`src/rtl/img_pkg.sv`:
```
// Shared types and constants for the frame image-processing blocks.
package img_pkg;

    // Scanner control states
    typedef enum logic [1:0] {
        IDLE  = 2'd0,
        SCAN  = 2'd1,
        DRAIN = 2'd2,
        DONE  = 2'd3
    } state_t;

    // 3x3 Sobel kernels, 4-bit signed coefficients, row-major, tap 0 (top-left) in the LSBs.
    // Sobel-X rows: [-1 0 1] [-2 0 2] [-1 0 1]
    localparam logic [35:0] SOBEL_X = 36'h10F20E10F;
    // Sobel-Y rows: [-1 -2 -1] [0 0 0] [1 2 1]
    localparam logic [35:0] SOBEL_Y = 36'h121000FEF;

    // Accumulator width that can hold the full window sum without overflow
    function automatic int acc_bits(input int pxl_bits, input int coef_bits, input int taps);
        return pxl_bits + coef_bits + $clog2(taps);
    endfunction

endpackage

```
`src/rtl/win_mac.sv`:
```
// Combinational window x kernel multiply-accumulate with saturation to the pixel range.
module win_mac
    import img_pkg::*;
#(
    parameter int WIN_WD    = 3,
    parameter int WIN_HT    = 3,
    parameter int PXL_BITS  = 12,
    parameter int COEF_BITS = 4,
    parameter logic [WIN_HT*WIN_WD*COEF_BITS-1:0] KERNEL = SOBEL_X
) (
    input  logic [WIN_HT*WIN_WD*PXL_BITS-1:0] win,
    output logic [PXL_BITS-1:0]               pxl
);

    localparam int TAPS  = WIN_WD * WIN_HT;
    localparam int ACC_W = acc_bits(PXL_BITS, COEF_BITS, TAPS);

    // Saturation bounds expressed at accumulator width
    localparam logic signed [ACC_W-1:0] SAT_MAX = {{(ACC_W-PXL_BITS+1){1'b0}}, {(PXL_BITS-1){1'b1}}};
    localparam logic signed [ACC_W-1:0] SAT_MIN = {{(ACC_W-PXL_BITS+1){1'b1}}, {(PXL_BITS-1){1'b0}}};

    logic signed [ACC_W-1:0] prod [TAPS];
    logic signed [ACC_W-1:0] acc;

    // One signed product per tap, both operands sign-extended to accumulator width
    for (genvar k = 0; k < TAPS; k++) begin : g_tap
        logic signed [PXL_BITS-1:0]  tap_pxl;
        logic signed [COEF_BITS-1:0] tap_coef;
        assign tap_pxl  = win[k*PXL_BITS +: PXL_BITS];
        assign tap_coef = KERNEL[k*COEF_BITS +: COEF_BITS];
        assign prod[k]  = ACC_W'(tap_pxl) * ACC_W'(tap_coef);
    end

    // Sum all tap products
    always_comb begin
        acc = '0;
        for (int k = 0; k < TAPS; k++) begin
            acc = acc + prod[k];
        end
    end

    // Clamp the sum into the signed pixel range
    always_comb begin
        pxl = '0;
        if (acc > SAT_MAX) begin
            pxl = {1'b0, {(PXL_BITS-1){1'b1}}};
        end else if (acc < SAT_MIN) begin
            pxl = {1'b1, {(PXL_BITS-1){1'b0}}};
        end else begin
            pxl = acc[PXL_BITS-1:0];
        end
    end

endmodule

```
`src/rtl/frame_conv_scanner.sv`:
```
// Raster-scans a source frame one window per cycle, convolves each window with a fixed
// kernel and writes the saturated result to a destination frame, two cycles later.
module frame_conv_scanner
    import img_pkg::*;
#(
    parameter int IMG_WD     = 8,
    parameter int IMG_HT     = 8,
    parameter int COORD_BITS = 4,
    parameter int WIN_WD     = 3,
    parameter int WIN_HT     = 3,
    parameter int PXL_BITS   = 12,
    parameter int COEF_BITS  = 4,
    parameter logic [WIN_HT*WIN_WD*COEF_BITS-1:0] KERNEL = SOBEL_X
) (
    input  logic                               clk,
    input  logic                               rst,
    input  logic                               start,
    input  logic                               pause,
    output logic                               busy,
    output logic                               done,
    output logic                               rd_en,
    output logic [COORD_BITS-1:0]              rd_x,
    output logic [COORD_BITS-1:0]              rd_y,
    input  logic [WIN_HT*WIN_WD*PXL_BITS-1:0]  rd_data_flat,
    output logic                               wr_en,
    output logic [COORD_BITS-1:0]              wr_x,
    output logic [COORD_BITS-1:0]              wr_y,
    output logic [PXL_BITS-1:0]                wr_data_pxl
);

    localparam int WIN_BITS = WIN_HT * WIN_WD * PXL_BITS;
    localparam logic [COORD_BITS-1:0] X_LAST = COORD_BITS'(IMG_WD - 1);
    localparam logic [COORD_BITS-1:0] Y_LAST = COORD_BITS'(IMG_HT - 1);

    state_t                  state_r;
    state_t                  state_nxt;
    logic [COORD_BITS-1:0]   x_r;
    logic [COORD_BITS-1:0]   y_r;
    logic                    last_read;

    logic                    s1_valid_r;
    logic [WIN_BITS-1:0]     s1_win_r;
    logic [COORD_BITS-1:0]   s1_x_r;
    logic [COORD_BITS-1:0]   s1_y_r;
    logic [PXL_BITS-1:0]     mac_pxl;

    assign rd_x      = x_r;
    assign rd_y      = y_r;
    assign last_read = rd_en && (x_r == X_LAST) && (y_r == Y_LAST);

    // FSM state register
    always_ff @(posedge clk or posedge rst) begin
        if (rst) begin
            state_r <= IDLE;
        end else begin
            state_r <= state_nxt;
        end
    end

    // FSM next state and status / read-enable decode
    always_comb begin
        state_nxt = state_r;
        rd_en     = 1'b0;
        busy      = 1'b0;
        done      = 1'b0;
        case (state_r)
            IDLE: begin
                if (start) begin
                    state_nxt = SCAN;
                end else begin
                    state_nxt = IDLE;
                end
            end
            SCAN: begin
                busy  = 1'b1;
                rd_en = !pause;
                if (last_read) begin
                    state_nxt = DRAIN;
                end else begin
                    state_nxt = SCAN;
                end
            end
            DRAIN: begin
                busy = 1'b1;
                // Stage 2 is loaded from stage 1 on this edge, so stage 1 empty means
                // the current cycle carries the final write
                if (!s1_valid_r) begin
                    state_nxt = DONE;
                end else begin
                    state_nxt = DRAIN;
                end
            end
            DONE: begin
                done      = 1'b1;
                state_nxt = IDLE;
            end
            default: begin
                state_nxt = IDLE;
            end
        endcase
    end

    // Raster coordinate counters; advance only on cycles that issue a read
    always_ff @(posedge clk or posedge rst) begin
        if (rst) begin
            x_r <= '0;
            y_r <= '0;
        end else if ((state_r == IDLE) && start) begin
            x_r <= '0;
            y_r <= '0;
        end else if (rd_en) begin
            if (x_r == X_LAST) begin
                x_r <= '0;
                if (y_r == Y_LAST) begin
                    y_r <= '0;
                end else begin
                    y_r <= y_r + COORD_BITS'(1);
                end
            end else begin
                x_r <= x_r + COORD_BITS'(1);
            end
        end
    end

    // Stage 1: capture the window and its centre coordinates for each issued read
    always_ff @(posedge clk or posedge rst) begin
        if (rst) begin
            s1_valid_r <= 1'b0;
            s1_win_r   <= '0;
            s1_x_r     <= '0;
            s1_y_r     <= '0;
        end else begin
            s1_valid_r <= rd_en;
            if (rd_en) begin
                s1_win_r <= rd_data_flat;
                s1_x_r   <= x_r;
                s1_y_r   <= y_r;
            end
        end
    end

    win_mac #(
        .WIN_WD    (WIN_WD),
        .WIN_HT    (WIN_HT),
        .PXL_BITS  (PXL_BITS),
        .COEF_BITS (COEF_BITS),
        .KERNEL    (KERNEL)
    ) u_mac (
        .win (s1_win_r),
        .pxl (mac_pxl)
    );

    // Stage 2: register the saturated result and drive the destination write
    always_ff @(posedge clk or posedge rst) begin
        if (rst) begin
            wr_en       <= 1'b0;
            wr_x        <= '0;
            wr_y        <= '0;
            wr_data_pxl <= '0;
        end else begin
            wr_en <= s1_valid_r;
            if (s1_valid_r) begin
                wr_x        <= s1_x_r;
                wr_y        <= s1_y_r;
                wr_data_pxl <= mac_pxl;
            end
        end
    end

endmodule
```
`config.mk`:
```
export PLATFORM = sky130hd
export DESIGN_NAME = frame_conv_scanner
export DESIGN_NICKNAME = d
export VERILOG_FILES = /design/src/rtl/img_pkg.sv /design/src/rtl/win_mac.sv /design/src/rtl/frame_conv_scanner.sv
export SDC_FILE = /design/constraint.sdc
export NUM_CORES = 1
export LEC_CHECK = 0
export CAP_MARGIN = 20
export CORE_ASPECT_RATIO = 0.8
export CORE_MARGIN = 1.5
export CORE_UTILIZATION = 50
export DETAILED_ROUTE_END_ITERATION = 8
export PLACE_DENSITY = 0.88
export SYNTH_ARGS = -nofsm -noshare
export SYNTH_HDL_FRONTEND = slang
export SYNTH_HIERARCHICAL = 1
export SYNTH_SLANG_ARGS = --single-unit
```
`constraint.sdc`:
```
create_clock -name clk -period 5.29 [get_ports clk]
set_input_delay 1.058 -clock clk [delete_from_list [all_inputs] [get_ports clk]]
set_output_delay 1.058 -clock clk [all_outputs]
set_load 0.02 [all_outputs]
```
==> results of run 1 <==
## state kept, by name, summed over array words and instances, names as in the netlist, named ones only
name,count
state_r,1
wr_y,4
s1_win_r,72
s1_x_r,4
s1_valid_r,1
wr_en,1
rd_x,4
wr_data_pxl,12
s1_y_r,4
wr_x,4
rd_y,4
## cell type report
type | instances | area share, %
Clock buffer | 9 | 2.31
Clock inverter | 7 | 0.910
Inverter | 156 | 6.03
Multi-Input combinational cell | 370 | 44.1
Sequential cell | 112 | 28.7
Tap cell | 184 | 2.36
Timing Repair Buffer | 166 | 15.6
## per-layer routing
metal	track usage, %	vias up	part of all wire, %
li1	-	2414	-
met5	0	-	0
met1	27.3	2642	44
met4	4.56	0	1.1
met3	4.99	12	4.2
met2	38.0	117	50
## worst max-delay path: stages, from the launching register on
cell,delay (ps)
dfrtp_1,400
nor2_2,160
nand3_2,110
or2_4,260
nor3_4,200
buf_4,160
xor2_1,70
fa_1,490
inv_1,50
fa_1,470
inv_1,50
fa_1,530
inv_1,40
ha_1,360
a21oi_2,170
o21a_1,160
o32ai_2,110
a221o_1,410
xnor2_2,160
nand2_1,100
o41ai_2,410
buf_4,220
o21ai_1,70
mux2_2,260
## metrics by stage
stage               instances  instance area (um^2)  hold WS (ps)  utilization, %
global route             1004                  9760           525            67.3
detailed placement        971                  9010           490            62.2
CTS                       998                  9590           513            66.2
finish                   1004                  9760           512            67.3
floorplan                 656                  7560           392               -
global placement          971                  9010           486            62.2
## placed cells by master, fill, tap and decap left out, types with 3 or more instances in the layout
cell type        count
inv_2                8
clkbuf_16            9
buf_4               57
a21oi_1             16
xnor2_1             20
xor2_1              10
o21ai_0              7
a21o_1               6
clkdlybuf4s50_1    107
o21bai_1             3
o211ai_1             4
nor2b_1              3
mux2_2              96
a21oi_2              5
fa_1                63
ha_4                 7
mux2i_1              3
nand2_1             12
nor2_1               8
inv_1              147
o31ai_1              4
dfrtp_1            112
mux2_4               3
nor3_1               4
o21ai_1              8
nand3_1              5
o21ai_2              5
fa_2                 3
ha_1                22
## timing repair
action / in CTS / in global routing
pin swaps: 22 / 24
gates resized for setup: 40 / 27
gates cloned: 1 / 0
setup buffers: 10 / 6
endpoints found under the setup margin: 12 / 12
## worst paths after layout
check,cells after the start,to
setup / recovery,23,wr_data_pxl[3]
hold / removal,1,wr_x[1]
setup reg to reg,23,wr_data_pxl[3]
hold reg to reg,1,wr_x[1]
max in group asynchronous,3,s1_win_r[8]
min in group asynchronous,2,asynchronous set/reset pin
==> flow_metrics.env, run 1 <==
export IMPL_seq_area_mm2=0.00280
export IMPL_min_period_ps=5540
export IMPL_grt_ovfl_total=0
export IMPL_n_fill_cell=1058
export IMPL_wl_um=16000
export IMPL_end_kind="flip-flop"
export IMPL_rsz0062_at_grt="yes"
export IMPL_row_count=39
export IMPL_max_slew_margin_rel_pct=35.6
export IMPL_syn_cell_area_mm2=0.00754
export IMPL_clock_sinks=112
export IMPL_ctsHoldBuffers=0
export IMPL_finalMaxSlewViolations=0
export IMPL_post_dp_hpwl_um=11300
export IMPL_cp_data_arrival_time_ps=5800
export IMPL_gp_congestion=0.819
export IMPL_area_delta_synth_final_pct=29.3
export IMPL_insertion_delay_ps=370
export IMPL_root_buffer="clkbuf_16"
export IMPL_numCtsBuffers=9
export IMPL_critPathKind="flip-flop to flip-flop"
export IMPL_cp_start_kind="flip-flop"
export IMPL_drt_iter0_markers=212
export IMPL_grt_max_degree=68
export IMPL_fmax_mhz=180
export IMPL_syn_inst=656
export IMPL_crit_fanout=6
export IMPL_diodes=0
export IMPL_grt_pass1_vias=5668
export IMPL_cts_buffer_depth=2
export IMPL_die_w_um=140
export IMPL_grt_use_total_pct=21.5
export IMPL_syn_mean_instance_area_um2=11.5
export IMPL_vias_per_cell=5.16
export IMPL_setup_violations=11
export IMPL_drive_gt1_share_pct=28.5
export IMPL_drtPass1Iterations=5
export IMPL_vias=5185
export IMPL_cts_clk_slew_worst_paths_ps=90
export IMPL_violations="setup timing"
export IMPL_drt_wirelength_per_cell_um=15.9
export IMPL_r2r_slack_ps=-250
export IMPL_hold_viol=0
export IMPL_yosysWarnings=6
export IMPL_synth_nets=864
export IMPL_start_util_pct=52.1
export IMPL_multi_input_area_mm2=0.00430
export IMPL_drc_errors=0
export IMPL_hold_path_startpoint="wr_x[1]"
export IMPL_chipHeight_um=113
export IMPL_r2r_start="s1_win_r[39]"
export IMPL_io_pins=144
export IMPL_layout_setup_ws_ps=-251
export IMPL_fin_worst_skew_ps=12.7
export IMPL_die_area_mm2=0.0158
export IMPL_run_status="finished, violations left"
export IMPL_grt_pass1_wl_um=26800
export IMPL_hold_path_class="flip-flop to flip-flop"
export IMPL_ant_nets=0
export IMPL_timing_critical_path_required_ps=5550
export IMPL_antenna_found_initial=0
export IMPL_nets=1023
export IMPL_coreArea_mm2=0.0145
export IMPL_maxCapViolCount=0
export IMPL_cts_tree="done"
export IMPL_critical_path_startpoint="s1_win_r[39]"
export IMPL_place_ws_ps=-335
export IMPL_fin_crit_sh_pct=105
export IMPL_tns_ps=-2610
export IMPL_port_buffers=107
export IMPL_cts_max_level=3
export IMPL_worstMarginPinSlew_ps=966
Power of run 1 is left out: the tool's default activity adds up to more than one toggle a clock period on the data nets, which glitch-free logic cannot reach.
==> run 2, diff against run 1 <==
- MAX_ROUTING_LAYER: not set -> met4
==> flow_metrics.env, run 2 (synthesized netlist as in run 1, its figures left out) <==
export IMPL_hold_viol=0
export IMPL_insertion_delay_ps=370
export IMPL_rsz0062_at_grt="yes"
export IMPL_setup_violations=11
export IMPL_clock_sinks=112
export IMPL_cts_tree="done"
export IMPL_fin_worst_skew_ps=11.8
export IMPL_drt_wirelength_per_cell_um=15.8
export IMPL_ctsHoldBuffers=0
export IMPL_post_dp_hpwl_um=11300
export IMPL_root_buffer="clkbuf_16"
export IMPL_drtPass1Iterations=4
export IMPL_reg_top3="s1_win_r (72), wr_data_pxl (12)"
export IMPL_area_delta_synth_final_pct=29.3
export IMPL_nets=1023
export IMPL_worstMarginPinSlew_ps=970
export IMPL_vias=5147
export IMPL_cts_max_level=3
export IMPL_hold_path_class="flip-flop to flip-flop"
export IMPL_crit_path_max_incr_delay_ps=530
export IMPL_start_util_pct=52.1
export IMPL_cts_clk_slew_worst_paths_ps=90
export IMPL_chipHeight_um=113
export IMPL_ant_nets=0
export IMPL_max_slew_margin_rel_pct=35.4
export IMPL_die_w_um=140
export IMPL_cp_cell_sequence="nor2_2, nand3_2, or2_4, nor3_4, buf_4, xor2_1, fa_1, inv_1, fa_1, inv_1, fa_1, inv_1, ha_1, a21oi_2, o21a_1, o32ai_2, a221o_1, xnor2_2, nand2_1, o41ai_2, buf_4, o21ai_1, mux2_2"
export IMPL_grt_pass1_wl_um=26800
export IMPL_fin_crit_sh_pct=104
export IMPL_end_kind="flip-flop"
export IMPL_fin_cells=1004
export IMPL_vias_per_cell=5.13
export IMPL_tns_ps=-2390
export IMPL_grt_pass1_vias=5676
export IMPL_place_ws_ps=-335
export IMPL_path_buf_inv=5
export IMPL_slowest_stage="fa_1"
export IMPL_n_fill_cell=1061
export IMPL_run_status="finished, violations left"
export IMPL_min_period_ps=5520
export IMPL_fmax_mhz=181
export IMPL_layout_setup_ws_ps=-231
export IMPL_largest_reg_flops=72
export IMPL_port_buffers=107
export IMPL_grt_ovfl_total=0
export IMPL_coreArea_mm2=0.0145
export IMPL_grt_use_total_pct=22.2
export IMPL_wl_um=15900
export IMPL_die_area_mm2=0.0158
export IMPL_cpLargestDelayFamily="adder cells"
export IMPL_numCtsBuffers=9
export IMPL_io_pins=144
export IMPL_use_met1_pct=27.4
export IMPL_maxCapViolCount=0
export IMPL_cp_data_arrival_time_ps=5780
export IMPL_grt_use_met3_pct=4.95
export IMPL_diodes=0
export IMPL_gr_usage_met2_pct=38.0
export IMPL_holdWs_ps=512
export IMPL_busiest_layer="met2"
export IMPL_grt_max_degree=68
export IMPL_layout_commonest_cell="inv_1"
export IMPL_crit_fanout=6
export IMPL_drc_errors=0
export IMPL_cts_buffer_depth=2
export IMPL_row_count=39
export IMPL_antenna_found_initial=0
export IMPL_timing_critical_path_required_ps=5550
export IMPL_final_cell_mix="147 x inv_1, 112 x dfrtp_1, 107 x clkdlybuf4s50_1"
export IMPL_drt_iter0_markers=192
export IMPL_cp_start_kind="flip-flop"
export IMPL_gp_congestion=0.832
export IMPL_violations="setup timing"
export IMPL_regMostFlops="s1_win_r"
export IMPL_critPathKind="flip-flop to flip-flop"
export IMPL_drive_gt1_share_pct=28.3
export IMPL_place_inst=971
export IMPL_finalMaxSlewViolations=0
run 2: cell counts in the layout (fill, tap and decap cells not counted):
Identical to the previous run, type by type.
run 2: path summary, 6_finish.rpt:
path	start	end	slack, ps	depth (start not counted)
worst max-delay path	s1_win_r[39]	wr_data_pxl[3]	-230	23
worst min-delay path	wr_x[1]	wr_x[1]	510	1
worst max register to register	s1_win_r[39]	wr_data_pxl[3]	-230	23
worst min register to register	wr_x[1]	wr_x[1]	510	1
max in group asynchronous	rst	s1_win_r[47]	3340	3
min in group asynchronous	rst	asynchronous set/reset pin	1020	2
run 2: per-stage QoR:
stage / instance area [um^2] / util, %
final: 9750 / 67.3
after global routing: 9750 / 67.3
after CTS: 9590 / 66.2
after detailed placement: 9010 / 62.2
after global placement: 9010 / 62.2
after floorplan: 7560 / -
run 2: layout make-up:
type | count | area, um^2 | area share, %
clock buffer | 9 | 225 | 2.31
inverter | 156 | 588 | 6.03
tap | 184 | 230 | 2.36
clock inverter | 7 | 88.8 | 0.911
sequential | 112 | 2800 | 28.7
multi-input combinational | 370 | 4300 | 44.0
timing repair buffer | 166 | 1520 | 15.6
run 2: repair_timing:
item / in CTS / in global routing
gates resized for setup: 40 / 25
endpoints found under the setup margin: 12 / 12
buffers inserted: 10 / 6
cloned: 1 / 0
endpoints found under the hold margin: 0 / 0
pin swaps: 22 / 24
run 2: worst register-to-register path, delay by kind of cell (launching register included):
family	cells	cell delay, ps
xor+xnor	2	230
simple gates	5	830
mux	1	260
buf+inv	5	520
fa+ha+maj	4	1850
flops	1	400
compound gates	6	1330
run 2: per-layer routing:
| metal | part of all wire (%) | vias up | routed length [um] |
|---|---|---|---|
| met3 | 4.9 | 13 | 781 |
| met4 | 1.1 | 0 | 169 |
| met5 | 0 | - | 0 |
| met1 | 44 | 2595 | 6960 |
| li1 | - | 2417 | - |
| met2 | 50 | 122 | 7970 |
Power of run 2 is left out for the same reason.
